File: src/rtl/alu_op_sequencer_if.sv
// Handshake and result bundle between the ALU sequencer and its consumer.
// The slave side is the sequencer; the master side issues operations.
interface alu_op_sequencer_if #(
    parameter int WIDTH = 8
);
    logic                   start;
    logic [1:0]             op;
    logic [WIDTH-1:0]       a;
    logic [WIDTH-1:0]       b;
    logic                   ready;
    logic                   valid;
    logic [2*WIDTH-1:0]     res_add;
    logic [2*WIDTH-1:0]     res_sub;
    logic [2*WIDTH-1:0]     res_mul;
    logic [2*WIDTH-1:0]     res_div;
    logic [3:0]             sel;
    logic                   dbz;

    modport master (
        output start, op, a, b,
        input  ready, valid, res_add, res_sub, res_mul, res_div, sel, dbz
    );

    modport slave (
        input  start, op, a, b,
        output ready, valid, res_add, res_sub, res_mul, res_div, sel, dbz
    );
endinterface

File: src/rtl/alu_op_sequencer.sv
// ALU front-end sequencer: single-cycle add/sub, iterative mul/div,
// registered candidate results and one-hot select for the result mux.
module alu_op_sequencer #(
    parameter int WIDTH = 8,
    parameter int ITER  = 8
) (
    input  logic              clk,
    input  logic              rst_n,
    alu_op_sequencer_if.slave bus
);
    localparam int RW = 2 * WIDTH;
    localparam int CW = $clog2(ITER) + 1;

    localparam logic [1:0] OP_ADD = 2'b00;
    localparam logic [1:0] OP_SUB = 2'b01;
    localparam logic [1:0] OP_MUL = 2'b10;
    localparam logic [1:0] OP_DIV = 2'b11;

    typedef enum logic [1:0] {
        S_IDLE,
        S_ITER,
        S_DONE
    } state_t;

    state_t            state;
    logic [1:0]        op_q;
    logic [CW-1:0]     cnt;
    logic [RW-1:0]     prod;
    logic [RW-1:0]     mcand;
    logic [WIDTH-1:0]  mplier;
    logic [WIDTH-1:0]  rem;
    logic [WIDTH-1:0]  quo;
    logic [WIDTH-1:0]  divisor;

    logic [WIDTH:0]    sum;
    logic [WIDTH:0]    diff;
    logic [3:0]        sel_dec;
    logic [RW-1:0]     prod_next;
    logic [WIDTH:0]    trial;
    logic [WIDTH-1:0]  rem_next;
    logic [WIDTH-1:0]  quo_next;
    logic              last;

    always_comb begin
        sum       = {1'b0, bus.a} + {1'b0, bus.b};
        diff      = {1'b0, bus.a} - {1'b0, bus.b};
        sel_dec   = 4'b0001 << bus.op;
        prod_next = mplier[0] ? prod + mcand : prod;
        // Restoring step: the partial remainder stays below divisor,
        // so the subtracted value always fits back into WIDTH bits.
        trial     = {rem, quo[WIDTH-1]};
        rem_next  = trial[WIDTH-1:0];
        quo_next  = {quo[WIDTH-2:0], 1'b0};
        if (trial >= {1'b0, divisor}) begin
            rem_next = trial[WIDTH-1:0] - divisor;
            quo_next = {quo[WIDTH-2:0], 1'b1};
        end
        last = (cnt == CW'(ITER - 1));
    end

    always_ff @(posedge clk or negedge rst_n) begin
        if (!rst_n) begin
            state       <= S_IDLE;
            bus.ready   <= 1'b1;
            bus.valid   <= 1'b0;
            bus.sel     <= '0;
            bus.dbz     <= 1'b0;
            bus.res_add <= '0;
            bus.res_sub <= '0;
            bus.res_mul <= '0;
            bus.res_div <= '0;
            op_q        <= OP_ADD;
            cnt         <= '0;
            prod        <= '0;
            mcand       <= '0;
            mplier      <= '0;
            rem         <= '0;
            quo         <= '0;
            divisor     <= '0;
        end else begin
            unique case (state)
                S_IDLE: begin
                    bus.valid <= 1'b0;
                    if (bus.start) begin
                        bus.ready <= 1'b0;
                        bus.sel   <= sel_dec;
                        bus.dbz   <= 1'b0;
                        op_q      <= bus.op;
                        cnt       <= '0;
                        unique case (bus.op)
                            OP_ADD: begin
                                bus.res_add <= RW'(sum);
                                bus.valid   <= 1'b1;
                                state       <= S_DONE;
                            end
                            OP_SUB: begin
                                bus.res_sub <= {{(WIDTH-1){diff[WIDTH]}}, diff};
                                bus.valid   <= 1'b1;
                                state       <= S_DONE;
                            end
                            OP_MUL: begin
                                prod   <= '0;
                                mcand  <= RW'(bus.a);
                                mplier <= bus.b;
                                state  <= S_ITER;
                            end
                            OP_DIV: begin
                                if (bus.b == '0) begin
                                    bus.res_div <= {bus.a, {WIDTH{1'b1}}};
                                    bus.dbz     <= 1'b1;
                                    bus.valid   <= 1'b1;
                                    state       <= S_DONE;
                                end else begin
                                    rem     <= '0;
                                    quo     <= bus.a;
                                    divisor <= bus.b;
                                    state   <= S_ITER;
                                end
                            end
                        endcase
                    end
                end
                S_ITER: begin
                    cnt <= cnt + CW'(1);
                    if (op_q == OP_MUL) begin
                        prod   <= prod_next;
                        mcand  <= mcand << 1;
                        mplier <= mplier >> 1;
                    end else begin
                        rem <= rem_next;
                        quo <= quo_next;
                    end
                    // Only the final step is published to the result port.
                    if (last) begin
                        bus.valid <= 1'b1;
                        state     <= S_DONE;
                        if (op_q == OP_MUL) begin
                            bus.res_mul <= prod_next;
                        end else begin
                            bus.res_div <= {rem_next, quo_next};
                        end
                    end
                end
                S_DONE: begin
                    bus.valid <= 1'b0;
                    bus.ready <= 1'b1;
                    state     <= S_IDLE;
                end
                default: begin
                    state <= S_IDLE;
                end
            endcase
        end
    end
endmodule

File: src/flat_wrapper.sv
// flat-port wrapper written by rule: the top's interface ports become plain ports
module alu_op_sequencer_flat 
#(
    parameter int WIDTH = 8,
    parameter int ITER  = 8
)
  (clk, rst_n, bus_start, bus_op, bus_a, bus_b, bus_ready, bus_valid, bus_res_add, bus_res_sub, bus_res_mul, bus_res_div, bus_sel, bus_dbz);
  alu_op_sequencer_if #(.WIDTH(WIDTH)) bus_i ();
  input  logic clk;
  input  logic rst_n;
  input wire logic [$bits(bus_i.start)-1:0] bus_start;
  input wire logic [$bits(bus_i.op)-1:0] bus_op;
  input wire logic [$bits(bus_i.a)-1:0] bus_a;
  input wire logic [$bits(bus_i.b)-1:0] bus_b;
  output wire logic [$bits(bus_i.ready)-1:0] bus_ready;
  output wire logic [$bits(bus_i.valid)-1:0] bus_valid;
  output wire logic [$bits(bus_i.res_add)-1:0] bus_res_add;
  output wire logic [$bits(bus_i.res_sub)-1:0] bus_res_sub;
  output wire logic [$bits(bus_i.res_mul)-1:0] bus_res_mul;
  output wire logic [$bits(bus_i.res_div)-1:0] bus_res_div;
  output wire logic [$bits(bus_i.sel)-1:0] bus_sel;
  output wire logic [$bits(bus_i.dbz)-1:0] bus_dbz;
  assign bus_i.start = bus_start;
  assign bus_i.op = bus_op;
  assign bus_i.a = bus_a;
  assign bus_i.b = bus_b;
  assign bus_ready = bus_i.ready;
  assign bus_valid = bus_i.valid;
  assign bus_res_add = bus_i.res_add;
  assign bus_res_sub = bus_i.res_sub;
  assign bus_res_mul = bus_i.res_mul;
  assign bus_res_div = bus_i.res_div;
  assign bus_sel = bus_i.sel;
  assign bus_dbz = bus_i.dbz;
  alu_op_sequencer #(.WIDTH(WIDTH), .ITER(ITER)) u_core (.clk(clk), .rst_n(rst_n), .bus(bus_i));
endmodule
File: config.mk
export PLATFORM = sky130hd
export DESIGN_NAME = alu_op_sequencer_flat
export DESIGN_NICKNAME = d
export VERILOG_FILES = /design/src/rtl/alu_op_sequencer_if.sv /design/src/rtl/alu_op_sequencer.sv /design/src/flat_wrapper.sv
export SDC_FILE = /design/constraint.sdc
export NUM_CORES = 1
export LEC_CHECK = 0
export BUFFER_PORTS_ARGS = -buffer_cell sky130_fd_sc_hd__buf_2
export CAP_MARGIN = 20
export CORE_MARGIN = 2
export CORE_UTILIZATION = 47
export CTS_CLUSTER_DIAMETER = 30
export DETAILED_ROUTE_END_ITERATION = 10
export PLACE_DENSITY = 0.69
export SETUP_SLACK_MARGIN = 0.02
export SLEW_MARGIN = 20
export SYNTH_ARGS = -nofsm -noshare
export SYNTH_HDL_FRONTEND = slang
export SYNTH_SLANG_ARGS = --single-unit
export TNS_END_PERCENT = 20
File: constraint.sdc
create_clock -name clk -period 2.5 [get_ports clk]
set_clock_uncertainty 0.05 [all_clocks]
set_input_delay 0.25 -clock clk [delete_from_list [all_inputs] [get_ports clk]]
set_output_delay 0.25 -clock clk [all_outputs]
set_load 0.005 [all_outputs]
Word-level counts from Yosys, hierarchy flattened --
Index checks and enable logic that the tools add are counted.
Storage, ports and cells: logic and storage cells 105, register bits after elaboration 129
Operators by class: bitwise logic cells 1, reduce and logical (&&, ||, !) cells 19, multiplexer cells 46, $lt $le $gt $ge 1, $add $sub $neg 5, shift-type cells 1, equality and inequality tests 15
Operators with widths (number):
- 16-bit 2-to-1 mux | 12
- 8-bit 2-to-1 mux | 12
- 16-bit case mux with 2 select lines | 3
- 8-bit case mux with 2 select lines | 3
- 16-bit adder | 1
- 2-bit inequality test (second input constant) | 5
- 2-bit AND reduction | 5
- 8-bit by 8-bit adder with 9-bit output | 1
- 9-bit by 8-bit >= comparator with 1-bit output | 1
- 3-bit AND reduction | 3
- 8-bit by 8-bit subtractor with 9-bit output | 1
- 2-bit equality test (second input constant) | 4
- 8-bit zero test | 1
- 4-bit case mux with 2 select lines | 1
- 4-bit AND reduction | 2
- 8-bit subtractor | 1
- 1-bit 2-to-1 mux | 6
- 2-bit 2-to-1 mux | 3
- 2-bit by 1-bit inequality test with 1-bit output (second input constant) | 3
- 2-bit case mux with 3 select lines | 1
- 6-bit AND reduction | 1
- 5-bit AND reduction | 1
- 4-bit by 1-bit adder with 4-bit output (second input constant) | 1
- 2-bit by 1-bit equality test with 1-bit output (second input constant) | 2
- other kinds (11) | 14

Longest topological paths before layout --
word-level depth 5, depth in mapped cells 10

Worst setup path before layout --
No wires, ideal clock.
path type register to register, start register u_core.mcand[0], end register u_core.prod[14], library setup time 0.121 ns, period minus slack after synthesis 2.347 ns, setup slack 0.153 ns, data arrival time 2.176 ns, stages on the path, launching flop included 9, cell sequence dfrtp_1 ha_1 fa_1 a21o_1 a221oi_2 nand2b_2 a311oi_2 xnor2_1 a22o_1
Between the ends: word-level cells in the longest chain between the ends 4
Ends and longest elaborated chain:
- from (decl) | RTL line alu_op_sequencer.sv:29 | logic [RW-1:0] mcand;
- from (signal assigned) | RTL line alu_op_sequencer.sv:103 | mcand <= RW'(bus.a);
- from (signal assigned) | RTL line alu_op_sequencer.sv:127 | mcand <= mcand << 1;
- 16-bit adder | RTL line alu_op_sequencer.sv:48 | prod_next = mplier[0] ? prod + mcand : prod;
- 16-bit 2-to-1 mux | RTL line alu_op_sequencer.sv:48
- 16-bit 2-to-1 mux | RTL line alu_op_sequencer.sv:125 | if (op_q == OP_MUL) begin
- 16-bit case mux with 2 select lines | RTL line alu_op_sequencer.sv:81 | unique case (state)
- to (signal assigned) | RTL line alu_op_sequencer.sv:126 | prod <= prod_next;
- to (decl) | RTL line alu_op_sequencer.sv:28 | logic [RW-1:0] prod;
No other way between the ends. The select of a mux whose other input is x is not followed. A chain may end at the register's enable or synchronous reset.

Worst setup path after layout --
start register u_core.prod[0], end register u_core.prod[14]
Between the ends: word-level cells in the longest chain between the ends 4
Ends and longest elaborated chain (RTL line):
- 16-bit adder | alu_op_sequencer.sv:48
- 16-bit 2-to-1 mux | alu_op_sequencer.sv:48
- 16-bit 2-to-1 mux | alu_op_sequencer.sv:125
- 16-bit case mux with 2 select lines | alu_op_sequencer.sv:81
No other way between the ends. The select of a mux whose other input is x is not followed.

==> impl_metrics.tcl <==
set metrics [dict create \
    total_power_w 0.00923 \
    rows 46 \
    end_kind "flop" \
    syn2layout_area_growth_pct 17.7 \
    drt_wl_total_um 18400 \
    fin_util_pct 56.0 \
    grt.overflow.total 0 \
    synth_cell_type_count 72 \
    arrival_ps 2670 \
    netlist_top_cells_area "dfrtp_1, ha_1, nand2_1, o21ai_0, a21oi_1" \
    ios 92 \
    clk_pin_slew_worst_paths_ps 60 \
    drc 0 \
    async_flop_share_pct 100 \
    p_leak_nw 4.25 \
    outcome "finished clean" \
    htree_levels 4 \
    worstMarginPinSlew_ps 651 \
    root_buffer "clkbuf_16" \
    timing.final.max_slew_violations 0 \
    seq_area_frac_synth_pct 43.2 \
    yosysTopAreaCell "dfrtp_1" \
    grt_max_degree 63 \
    crit_fanout 3 \
    finalHoldViolCount 0 \
    fin_crit_sh_pct 96.8 \
    grt_setup_unrepaired "yes" \
    vias_per_cell 5.53 \
    critPathLaunchType "flop" \
    cts_buffers 17 \
    drtIter0Drc 515 \
    ys_seq_elements 129 \
    final_antenna_net_count 0 \
    die_width_um 130 \
    wl_met3_um 939 \
    cpLargestDelayFamily "compound AO/OA/AOI/OAI gates" \
    tritoncts "done" \
    top_layer "met4" \
    dp_slack_ps 60.7 \
    cts_sinks 129 \
    critPathKind "reg2reg" \
    crit_chain "ha_1, fa_2, a21o_1, a221oi_2, buf_4, nand2b_2, a311oi_2, xnor2_1, a22o_1" \
    peakVddDrop_v 0.000698 \
    core_mm2 0.0157 \
    wire_per_inst_um 16.2 \
    avgSynthCellArea_um2 9.24 \
    fmax_ghz 0.413 \
    crit_path_max_incr_delay_ps 400 \
    vias 6265 \
    whs_ps 77.7 \
    met1_length_um 8590 \
    synth_cells 809 \
    cap_viol_max_count 0 \
    antenna_cells 0 \
    required_ps 2750 \
    die_height_um 130 \
    ys.flop_type "dfrtp_1" \
    start_util_pct 47.6 \
    slowest_stage "dfrtp_1" \
    hp-class "in2reg" \
    die-area_mm2 0.0169 \
    place_area_mm2 0.00819 \
    fin_crit_ps 2420 \
    grt_antenna_before_repair 1 \
    place.gp.congestion 0.899 \
    synth_edf_count 0 \
    io_buffers 84 \
    syn_area_mm2 0.00748 \
    dr.pass1.iters 5 \
    grt_pass1_wl_um 29700 \
    p_per_area_mw_per_mm2 1050 \
    setup_violations 0 \
    nNetsFinal 972 \
    drive_above_1_share_pct 17.8 \
    relSlewSlack_pct 56.2 \
    post-dp-hpwl_um 13200 \
    setup_ws_ps 81.0 \
    wl_met2_um 8650 \
    ys.warnings.count 0 \
    grt_pass1_vias 5785 \
    final_area_mm2 0.00880 \
    worst-path-buf-inv 1 \
    synth_top_cell_area_share_pct 42.8 \
    clk_latency_ps 420 \
    grt_usage_pct 22.5 \
    max-clock-path-buffers 2 \
]
## routing by layer
metal	vias to the layer above	track usage (%)
met3	21	4.59
met1	3002	31.5
li1	3065	-
met4	0	6.01
met5	-	0
met2	177	35.9
## power breakdown
group	internal (W)	switching [W]	total (W)
Sequential	0.00275	0.000461	0.00321
Combinational	0.00157	0.00205	0.00363
Clock	0.00149	0.000905	0.00239
Total	0.00581	0.00342	0.00923
## synth_stat cells, drive strengths merged, types with 3 or more instances
cell type,count
a211oi,5
nor2b,12
and3,14
inv,46
o21bai,3
nand4,5
buf,28
and2,4
mux2i,20
fa,4
nor3b,4
nand3b,3
a21boi,7
dfrtp,128
nand2b,6
o211ai,5
xnor2,14
o21a,14
a21o,10
ha,44
or3,7
nand3,9
a31oi,13
mux2,3
a22o,20
clkbuf,20
nand2,121
a21oi,44
o41ai,4
o31a,3
o21ai,84
o221ai,3
nor3,13
o31ai,7
nor2,41
xor2,5
o311ai,4
a222oi,5
nor4,3
## area by class of cell
| class | instances | area (µm²) |
|---|---|---|
| Sequential cell | 129 | 3230 |
| Inverter | 46 | 173 |
| Clock inverter | 10 | 111 |
| Clock buffer | 22 | 454 |
| Fill cell | 1438 | 6910 |
| Multi-Input combinational cell | 592 | 3860 |
| Timing Repair Buffer | 117 | 698 |
| Tap cell | 216 | 270 |
## registers in the layout, summed over array words and instances, names as in the netlist, 2 cells and up
register	flops
u_core.bus.res_div	16
u_core.bus.res_mul	16
u_core.mcand	16
u_core.prod	16
u_core.bus.res_add	9
u_core.bus.res_sub	9
u_core.divisor	8
u_core.mplier	8
u_core.quo	8
u_core.rem	8
u_core.bus.sel	4
u_core.cnt	4
u_core.op_q	2
u_core.state	2
## what timing repair did
item / in CTS / in global routing
hold endpoints to repair: 37 / 0
resized for setup: 0 / 5
hold buffers: 1 / 0
setup buffers: 0 / 2
endpoints found under the setup margin: 0 / 21
## through the flow
step,instances,TNS [ps]
after floorplan,815,0
after global placement,1097,0
after detailed placement,1097,0
after CTS,1130,0
after global routing,1132,-11.0
final,1132,0
## cell families after synthesis
group / Yosys count / synth area share (%)
compound gates: 249 / 22.2
xor+xnor: 19 / 2.23
fa+ha+maj: 48 / 8.43
buf+inv: 94 / 5.71
flops: 129 / 43.2
mux: 23 / 3.13
other cells: 1 / 0.0501
simple gates: 246 / 15.0
## final timing paths
check,startpoint,end,slack [ps],cells past startpoint
worst max-delay path,u_core.prod[0],u_core.prod[14],80,9
worst min-delay path,bus_a[0],u_core.mcand[0],80,2
worst max register to register,u_core.prod[0],u_core.prod[14],80,9
worst min register to register,u_core.bus.res_div[1],u_core.bus.res_div[1],420,2
max in group asynchronous,rst_n,u_core.bus.res_sub[1],1290,3
min in group asynchronous,rst_n,u_core.bus.res_sub[6],310,2
## placed cells by master (no fill, tap or decap), types with 31 or more instances in the layout
cell / count
dfrtp_1: 128
nand2_1: 120
o21ai_0: 83
buf_2: 83
inv_1: 46
ha_1: 43
a21oi_1: 42
nor2_1: 41
buf_4: 31
Note: power is estimated with default switching activity, not from simulation.
